<file path="config.mk">
export PLATFORM = sky130hd
export DESIGN_NAME = radix32_ctrl
export DESIGN_NICKNAME = d
export VERILOG_FILES = /design/src/rtl/radix32_pkg.sv /design/src/rtl/radix32_phase_gen.sv /design/src/rtl/radix32_ctrl.sv
export SDC_FILE = /design/constraint.sdc
export NUM_CORES = 1
export LEC_CHECK = 0
export CORE_ASPECT_RATIO = 0.8
export CORE_UTILIZATION = 39
export DETAILED_ROUTE_END_ITERATION = 7
export PLACE_DENSITY = 0.68
export SYNTH_ARGS = -nofsm -noshare
export SYNTH_HDL_FRONTEND = slang
export SYNTH_SLANG_ARGS = --single-unit
</file>
<file path="constraint.sdc">
create_clock -name clk -period 5.2 [get_ports clk]
set_input_delay 0.78 -clock clk [delete_from_list [all_inputs] [get_ports clk]]
set_output_delay 0.78 -clock clk [all_outputs]
set_load 0.01 [all_outputs]
</file>
<file path="src/rtl/radix32_pkg.sv">
// Shared types and constants for the Radix_32 datapath controller.
package radix32_pkg;

  localparam int unsigned LAT_DEF   = 11;
  localparam int unsigned FRAME_LEN = 3;
  localparam int unsigned T_W       = 10;

  typedef enum logic [1:0] {
    ST_IDLE = 2'd0,
    ST_RUN  = 2'd1,
    ST_DONE = 2'd2
  } state_t;

  // Registered control word driven onto the datapath.
  typedef struct packed {
    logic sel;
    logic sel1;
    logic sel2;
    logic sel4;
    logic sel5;
    logic sel6;
    logic sel7;
    logic acc_clr;
    logic en;
    logic in_ready;
    logic out_valid;
    logic busy;
    logic done;
  } ctrl_t;

endpackage

</file>
<file path="src/rtl/radix32_phase_gen.sv">
// Wrapping mod-2/3/6 phase counters tracking the run counter; exposes next-cycle phases.
module radix32_phase_gen
  import radix32_pkg::*;
(
  input  logic       clk,
  input  logic       rst_n,
  input  logic       clr,
  input  logic       adv,
  output logic       ph2_c,
  output logic [1:0] ph3_c,
  output logic [2:0] ph6_c
);

  logic       ph2_q;
  logic [1:0] ph3_q;
  logic [2:0] ph6_q;

  // Next phase: clear on run start, advance one step per run cycle.
  always_comb begin
    ph2_c = ph2_q;
    ph3_c = ph3_q;
    ph6_c = ph6_q;
    if (clr) begin
      ph2_c = 1'b0;
      ph3_c = 2'd0;
      ph6_c = 3'd0;
    end else if (adv) begin
      ph2_c = ~ph2_q;
      ph3_c = (ph3_q == 2'd2) ? 2'd0 : ph3_q + 2'd1;
      ph6_c = (ph6_q == 3'd5) ? 3'd0 : ph6_q + 3'd1;
    end
  end

  always_ff @(posedge clk or negedge rst_n) begin
    if (!rst_n) begin
      ph2_q <= 1'b0;
      ph3_q <= 2'd0;
      ph6_q <= 3'd0;
    end else begin
      ph2_q <= ph2_c;
      ph3_q <= ph3_c;
      ph6_q <= ph6_c;
    end
  end

endmodule

</file>
<file path="src/rtl/radix32_ctrl.sv">
// Run controller for the Radix_32 datapath: sequences mux selects, enables and handshakes per run.
module radix32_ctrl
  import radix32_pkg::*;
#(
  parameter int unsigned LAT = LAT_DEF,
  parameter int unsigned FW  = 8
) (
  input  logic          clk,
  input  logic          rst_n,
  input  logic          start,
  input  logic [FW-1:0] frames,
  input  logic          abort,
  output logic          sel,
  output logic          sel1,
  output logic          sel2,
  output logic          sel4,
  output logic          sel5,
  output logic          sel6,
  output logic          sel7,
  output logic          acc_clr,
  output logic          en,
  output logic          in_ready,
  output logic          out_valid,
  output logic          busy,
  output logic          done
);

  localparam int unsigned CW = (((FW + 2) > T_W) ? (FW + 2) : T_W) + 1;

  state_t         state_q, state_n;
  logic [T_W-1:0] t_q, t_n;
  logic [FW-1:0]  frames_q, frames_n;
  ctrl_t          out_q, out_n;

  logic           accept;
  logic           adv;
  logic           ph2_c;
  logic [1:0]     ph3_c;
  logic [2:0]     ph6_c;
  logic [CW-1:0]  last_t;
  logic [CW-1:0]  in_end;
  logic [CW-1:0]  out_end;
  logic [CW-1:0]  t_n_w;

  assign accept   = (state_q == ST_IDLE) && start && (frames != '0);
  assign adv      = (state_q == ST_RUN);
  assign frames_n = accept ? frames : frames_q;

  // Window bounds: last_t for the running frame count, in/out ends for the next cycle's decode.
  assign last_t  = CW'(frames_q) * CW'(FRAME_LEN) + CW'(LAT) - CW'(1);
  assign in_end  = CW'(frames_n) * CW'(FRAME_LEN);
  assign out_end = in_end + CW'(LAT);
  assign t_n_w   = CW'(t_n);

  radix32_phase_gen u_phase (
    .clk   (clk),
    .rst_n (rst_n),
    .clr   (accept),
    .adv   (adv),
    .ph2_c (ph2_c),
    .ph3_c (ph3_c),
    .ph6_c (ph6_c)
  );

  // Next state, next run counter and the control word for the coming cycle.
  always_comb begin
    state_n = state_q;
    t_n     = t_q;
    out_n   = '0;

    case (state_q)
      ST_IDLE: begin
        t_n = '0;
        if (accept) state_n = ST_RUN;
      end
      ST_RUN: begin
        if (abort) begin
          state_n = ST_IDLE;
          t_n     = '0;
        end else begin
          t_n = t_q + T_W'(1);
          if (CW'(t_q) == last_t) state_n = ST_DONE;
        end
      end
      ST_DONE: begin
        state_n = ST_IDLE;
        t_n     = '0;
      end
      default: begin
        state_n = ST_IDLE;
        t_n     = '0;
      end
    endcase

    // Phase-based selects; offsets of the delayed selects folded into the mod-3/mod-6 phase.
    if (state_n == ST_RUN) begin
      out_n.sel1      = ph2_c;
      out_n.sel5      = (ph3_c != 2'd1);
      out_n.sel6      = (ph3_c == 2'd0);
      out_n.sel4      = (t_n >= T_W'(4)) && (ph6_c >= 3'd1) && (ph6_c <= 3'd3);
      out_n.sel       = (t_n >= T_W'(5)) && (ph3_c != 2'd2);
      out_n.sel2      = (t_n >= T_W'(7)) && (ph3_c != 2'd1);
      out_n.sel7      = (t_n >= T_W'(8)) && ((ph6_c <= 3'd1) || (ph6_c == 3'd5));
      out_n.in_ready  = (t_n_w < in_end);
      out_n.en        = (t_n >= T_W'(LAT));
      out_n.acc_clr   = (t_n >= T_W'(LAT)) && (ph3_c == 2'(LAT % 3));
      out_n.out_valid = (t_n >= T_W'(LAT)) && (t_n_w < out_end);
    end
    out_n.busy = (state_n != ST_IDLE);
    out_n.done = (state_n == ST_DONE);
  end

  always_ff @(posedge clk or negedge rst_n) begin
    if (!rst_n) begin
      state_q  <= ST_IDLE;
      t_q      <= '0;
      frames_q <= '0;
      out_q    <= '0;
    end else begin
      state_q  <= state_n;
      t_q      <= t_n;
      frames_q <= frames_n;
      out_q    <= out_n;
    end
  end

  assign sel       = out_q.sel;
  assign sel1      = out_q.sel1;
  assign sel2      = out_q.sel2;
  assign sel4      = out_q.sel4;
  assign sel5      = out_q.sel5;
  assign sel6      = out_q.sel6;
  assign sel7      = out_q.sel7;
  assign acc_clr   = out_q.acc_clr;
  assign en        = out_q.en;
  assign in_ready  = out_q.in_ready;
  assign out_valid = out_q.out_valid;
  assign busy      = out_q.busy;
  assign done      = out_q.done;

endmodule

</file>
==> flow_summary.yaml, run 1 <==
run_status:
  status: "finished, violations left"
  violations: "DRC"
floorplanning:
  coreArea_um2: 7910
  ios: 25
  die_y_um: 82.7
  chipWidth_um: 103
  rows: 29
  initial_core_util_pct: 40.1
  fp.dieArea_um2: 8500
worst_setup_path:
  critical_path_class: "primary input to flip-flop"
  r2r_end: "out_valid"
  worst-r2r-setup-slack_ps: 960
  crit_required_ps: 5390
  cp_num_buf_inv: 4
  slowest_stage: "or4_1"
  setup.worst_path.end_class: "flip-flop"
  arrival_ps: 5130
  crit_chain: "clkdlybuf4s50_1 -> or4_1 -> o21ai_4 -> a22o_2 -> inv_1 -> xnor2_1 -> ha_1 -> inv_1 -> or4_4 -> nand3_1 -> xor2_1 -> inv_1 -> xnor2_1 -> ha_1 -> a211oi_1 -> o21ai_0 -> a2111o_1 -> o41ai_2"
  cp.depth: 18
  slowest_delay_ps: 600
  crit_family: "compound AO/OA/AOI/OAI gates"
  rr_worst_depth: 18
  timing.rr.start: "state_q[0]"
  cp_common_cell: "inv_1"
  path_max_fanout: 6
  start_kind: "primary input"
grt:
  gr-total-overflow: 0
  grt_use_met3_pct: 3.20
  top_usage_layer: "met2"
  antenna_found_initial: 0
  grt.met2_usage_pct: 33.1
  gr-usage-met1_pct: 26.8
  grt_pass1_vias: 2657
  grt.total_usage_pct: 19.6
  grt_pass1_wl_um: 12700
  grt_max_degree: 40
yosys:
  ys_warn_count: 0
  netlist_instances: 348
  synth.most_common_cell: "ha_1"
  synthTopCellsByArea: "dfrtp_1 (31%), ha_1 (16%), xor2_1 (5.2%), xnor2_1 (4.7%), inv_1 (3.6%)"
  ys_seq_elements: 39
  ys_types: 60
  synth_top_area_cell: "dfrtp_1"
  yosys-top-cells-count: "ha_1 (41), dfrtp_1 (39), inv_1 (30), nor2_1 (29), nand2_1 (24)"
  synth_edf_count: 0
  syn-num-nets: 402
  syn_area_um2: 3170
  synth_ff_type: "dfrtp_1"
  syn_area_per_cell_um2: 9.11
  synth_top_area_share_pct: 30.8
  yosysSeqAreaShare_pct: 30.8
  async_reset_ff_share_pct: 100
timing:
  tns_ps: 0
  period_needed_ps: 4940
  setup_viol: 0
  slew_viol_final: 0
  skew_ps: 7.11
  clock.fmax_mhz: 202
  hold_viol_final: 0
  rsz0062_at_grt: "no"
  worstMarginPinSlew_ps: 870
  slew_headroom_pct: 42.0
  finalCritPeriodShare_pct: 95.1
routing:
  drc_errors: 2
  routed_via_density: 5.27
  antenna_left: 0
  dr.pass1.iters: 6
  wl_per_cell_um: 14.8
  drt_first_iter_violations: 121
  via_count: 2660
  totalWireLength_um: 7480
placement:
  place.gp.congestion: 0.871
  port_buffers: 24
  dp_hpwl_um: 6030
clocking:
  cts-root-buf: "clkbuf_8"
  htree_num_levels: 2
  ctsHoldBuffers: 0
  clk_latency_ps: 290
  cts_tree: "built"
  clk_pin_slew_ps: 80
  cts-buffers-inserted: 5
  clk_path_buf_depth: 2
  cts.sinks: 39
layout:
  post-route-util_pct: 48.4
  drive_gt1_share_pct: 11.8
  syn_to_final_growth_pct: 20.6
  fin_nets: 450
  nFillCells: 766
  antenna_cells: 0
hold_path:
  hp-class: "flip-flop to flip-flop"
  holdPathStages: 2
  worstHoldStart: "u_phase.ph2_q"
  whs_endpoint: "u_phase.ph2_q"
pwr:
  p_per_area_nw_per_um2: 446
  peakVddDrop_v: 0.000174
  power_leakage_uw: 0.00184
job:
  max-cap-violations: 0
[metal layers]
layer	vias up	share of wire, %
li1	1335	-
met1	1270	47
met2	47	47
met3	8	5.0
met4	0	0.68
met5	-	0
[per-stage QoR]
step	instance area [um^2]	power (uW)	hold slack (ps)	worst slack (ps)	instances
finish	3820	1710	544	257	505
detailed placement	3680	1400	522	-56.8	495
CTS	3810	1710	549	221	503
global placement	3680	1360	519	83.1	495
floorplan	3170	1120	484	471	348
global route	3820	1870	587	27.6	505
[registers in the layout, summed over array words and instances, names as in the netlist, 2 cells and up]
register and cells:
u_phase.ph3_q 2, u_phase.ph6_q 3, t_q 10, frames_q 8, state_q 2
[worst max-delay path by stage]
stage / start / endpoint / slack, ps
6_report: frames[0] / out_valid / 260
5_1_grt: frames[0] / out_valid / 30
4_1_cts: frames[0] / out_valid / 220
3_5_place_dp: frames[0] / out_valid / -60
3_3_place_gp: frames[0] / out_valid / 80
2_1_floorplan: frames[0] / out_valid / 470
[area by class of cell]
type                            count  area, um^2  area share, %
Tap cell                          108         135           3.53
Clock buffer                        6        72.6           1.90
Inverter                           32         120           3.14
Multi-Input combinational cell    270        2050           53.5
Timing Repair Buffer               48         413           10.8
Clock inverter                      2        60.1           1.57
Sequential cell                    39         976           25.5
[cells by family after synthesis]
family / after synthesis / share of synthesized area, %
AND/OR/NAND/NOR: 114 / 19.0
buffers and inverters: 39 / 4.65
AO/OA/AOI/OAI: 73 / 17.0
flip-flops: 39 / 30.8
XOR/XNOR: 37 / 10.5
adder cells (fa/ha/maj): 43 / 17.1
multiplexers: 3 / 0.986
[report_power, final]
| part | total (uW) | internal, uW | switching, uW |
|---|---|---|---|
| sequential | 397 | 352 | 45.0 |
| clock | 299 | 192 | 107 |
| combinational | 1010 | 465 | 544 |
[timing repair]
action                                  4_1_cts  5_1_grt
hold endpoints to repair                      0        0
setup buffers                                 0        2
gates resized for setup                       0        0
endpoints found under the setup margin        0        1
[worst reg2reg max path, stage by stage (launching register included)]
cell and delay [ps]:
dfrtp_1 420, nor3b_4 310, o21ai_4 130, buf_4 170
a22oi_2 240, inv_2 70, xnor2_1 180, ha_1 200
inv_1 50, or4_4 530, nand3_1 120, xor2_1 230
inv_1 120, xnor2_1 180, ha_1 270, a211oi_1 240
o21ai_0 180, a2111o_1 450, o41ai_2 50
[cells in the final DEF, fill, tap and decap left out, types with 3 or more instances in the layout]
cell | netlist | layout
ha_1 | 41 | 41
dfrtp_1 | 39 | 39
inv_1 | 30 | 30
nor2_1 | 29 | 29
nand2_1 | 24 | 24
clkdlybuf4s50_1 | 0 | 23
buf_4 | 0 | 23
xor2_1 | 19 | 19
xnor2_1 | 17 | 17
a21oi_1 | 15 | 15
o21ai_0 | 12 | 12
nand3_1 | 9 | 9
nor3_1 | 9 | 9
and2_1 | 7 | 7
nor2b_1 | 6 | 6
o21a_1 | 6 | 6
nand4_1 | 5 | 5
clkbuf_8 | 0 | 5
a211oi_1 | 4 | 4
nand2b_1 | 3 | 3
or4_1 | 3 | 3
and3_1 | 3 | 3
a22o_1 | 3 | 3
a21o_1 | 3 | 3
a2111oi_0 | 3 | 3
o21ai_1 | 3 | 3
No activity file was read; power rests on OpenSTA's default activity.
==> run 2: changes to the inputs <==
- REMOVE_ABC_BUFFERS: default -> 1
==> run 2 against run 1 <==
The run still ends with DRC left. Combinational power about the same. Cell count decreased by 0.59%. Critical path depth unchanged. Setup slack improved by 16 ps. First-iteration DRC count increased by 9.1%. Sequential cell count unchanged. Highest routed layer unchanged.
==> flow_summary.yaml, run 2 (synthesis results as in run 1) <==
timing:
  clock.fmax_mhz: 203
  setup_viol: 0
  hold-worst-slack_ps: 547
  slew_viol_final: 0
  hold_viol_final: 0
  period_needed_ps: 4930
  rsz0062_at_grt: "no"
  worstMarginPinSlew_ps: 878
  skew_ps: 9.09
  finalCritPeriodShare_pct: 94.8
  slew_headroom_pct: 41.4
routing:
  drc_errors: 2
  antenna_left: 0
  dr.pass1.iters: 6
  wl_per_cell_um: 14.7
  via_count: 2686
  drt_first_iter_violations: 132
  routed_via_density: 5.35
  totalWireLength_um: 7390
floorplanning:
  initial_core_util_pct: 40.1
  fp.dieArea_um2: 8500
  rows: 29
  coreArea_um2: 7910
  ios: 25
  chipWidth_um: 103
  die_y_um: 82.7
worst_setup_path:
  crit_chain: "clkdlybuf4s50_1 -> or4_4 -> o21ai_4 -> a22o_1 -> ha_1 -> and3_1 -> a2111o_1 -> a41oi_1 -> a31oi_2 -> nor2_2 -> xnor2_2 -> nand3_1 -> xnor2_1 -> ha_1 -> a21o_1 -> a21o_1 -> a2111o_1 -> o41ai_2"
  slowest_delay_ps: 570
  crit_required_ps: 5390
  critical_path_class: "primary input to flip-flop"
  path_max_fanout: 6
  arrival_ps: 5120
  start_kind: "primary input"
  slowest_stage: "or4_4"
  worst-r2r-setup-slack_ps: 1010
  setup.worst_path.end_class: "flip-flop"
grt:
  grt_pass1_wl_um: 12400
  grt.total_usage_pct: 19.2
  gr-total-overflow: 0
  grt_max_degree: 40
  antenna_found_initial: 0
  grt_pass1_vias: 2573
placement:
  dp_hpwl_um: 5920
  port_buffers: 24
  place.gp.congestion: 0.903
  dp.cells: 494
  place_area_um2: 3670
pwr:
  comb_power_share_pct: 58.8
  pwr-share-clk_pct: 17.8
  totalPowerFinal_uw: 1700
  p_per_area_nw_per_um2: 446
  power_leakage_uw: 0.00182
  swShare_pct: 40.9
  peakVddDrop_v: 0.000184
  p_int_uw: 1000
  seqPwrFrac_pct: 23.4
  p_sw_uw: 695
layout:
  largestRegisters: "t_q: 10 flops, frames_q: 8 flops, u_phase.ph6_q: 3 flops"
  stdcell_area_um2: 3810
  instances_no_fill: 502
  layout_commonest_cell: "ha_1"
  regMostFlops: "t_q"
  antenna_cells: 0
  layout_common_cells: "ha_1 (41), dfrtp_1 (39), inv_1 (30), nor2_1 (29), nand2_1 (24)"
  largest_reg_flops: 10
  fin_nets: 447
  post-route-util_pct: 48.2
  drive_gt1_share_pct: 11.4
  syn_to_final_growth_pct: 20.2
hold_path:
  hp-class: "flip-flop to flip-flop"
run_status:
  status: "finished, violations left"
  violations: "DRC"
clocking:
  cts-root-buf: "clkbuf_8"
  htree_num_levels: 2
  clk_latency_ps: 290
  clk_path_buf_depth: 2
  cts.sinks: 39
  clk_pin_slew_ps: 80
  cts-buffers-inserted: 5
  ctsHoldBuffers: 0
  cts_tree: "built"
job:
  max-cap-violations: 0
[run 2: final timing paths]
| kind | cells past startpoint | startpoint | to |
|---|---|---|---|
| min reg2reg | 2 | u_phase.ph2_q | u_phase.ph2_q |
| max in group asynchronous | 1 | rst_n | frames_q[2] |
| min | 2 | u_phase.ph2_q | u_phase.ph2_q |
| max reg2reg | 19 | state_q[0] | out_valid |
| min in group asynchronous | 1 | rst_n | t_q[9] |
| max | 18 | frames[2] | out_valid |
[run 2: routing by layer]
metal | part of all wire [%] | routed length [um] | track usage, % | vias up
met5 | 0 | 0 | 0 | -
met4 | 0.37 | 27 | 3.38 | 0
met3 | 5.2 | 382 | 3.28 | 6
met2 | 47 | 3460 | 32.5 | 70
met1 | 48 | 3530 | 26.0 | 1285
li1 | - | - | - | 1325
[run 2: timing repair]
item	CTS	global route
endpoints found under the setup margin	0	1
buffers inserted	0	0
gates resized for setup	0	1
[run 2: final cells by class]
type | count | area (um^2)
fill | 766 | 4100
multi-input combinational | 270 | 2060
sequential | 39 | 976
timing repair buffer | 45 | 393
tap | 108 | 135
inverter | 32 | 120
clock buffer | 6 | 72.6
clock inverter | 2 | 60.1
[run 2: per-stage QoR]
stage,TNS (ps),setup WS (ps)
2_1_floorplan,0,496
3_3_place_gp,0,130
3_5_place_dp,-9.77,-9.77
4_1_cts,0,270
5_1_grt,0,41.4
6_report,0,273
[run 2: power by group through the flow]
stage	Sequential [uW]	Combinational (uW)	Clock [uW]
CTS	398	998	308
finish	398	999	302
global placement	402	951	0
global route	408	1130	322
floorplan	397	724	0
detailed placement	403	988	0
[run 2: critical path, delay by kind of cell]
kind | cells | cell delay, ps
AOI/OAI and AO/OA | 9 | 1860
and+or+nand+nor | 4 | 1120
adders and majority gates | 2 | 560
buffers and inverters | 1 | 450
xor gates and xnor gates | 2 | 330
==> run 3: changes to the inputs <==
- GPL_ROUTABILITY_DRIVEN: default -> 0
==> results of run 3 <==
The final DEF is identical to that of run 2; final timing and power are the same.
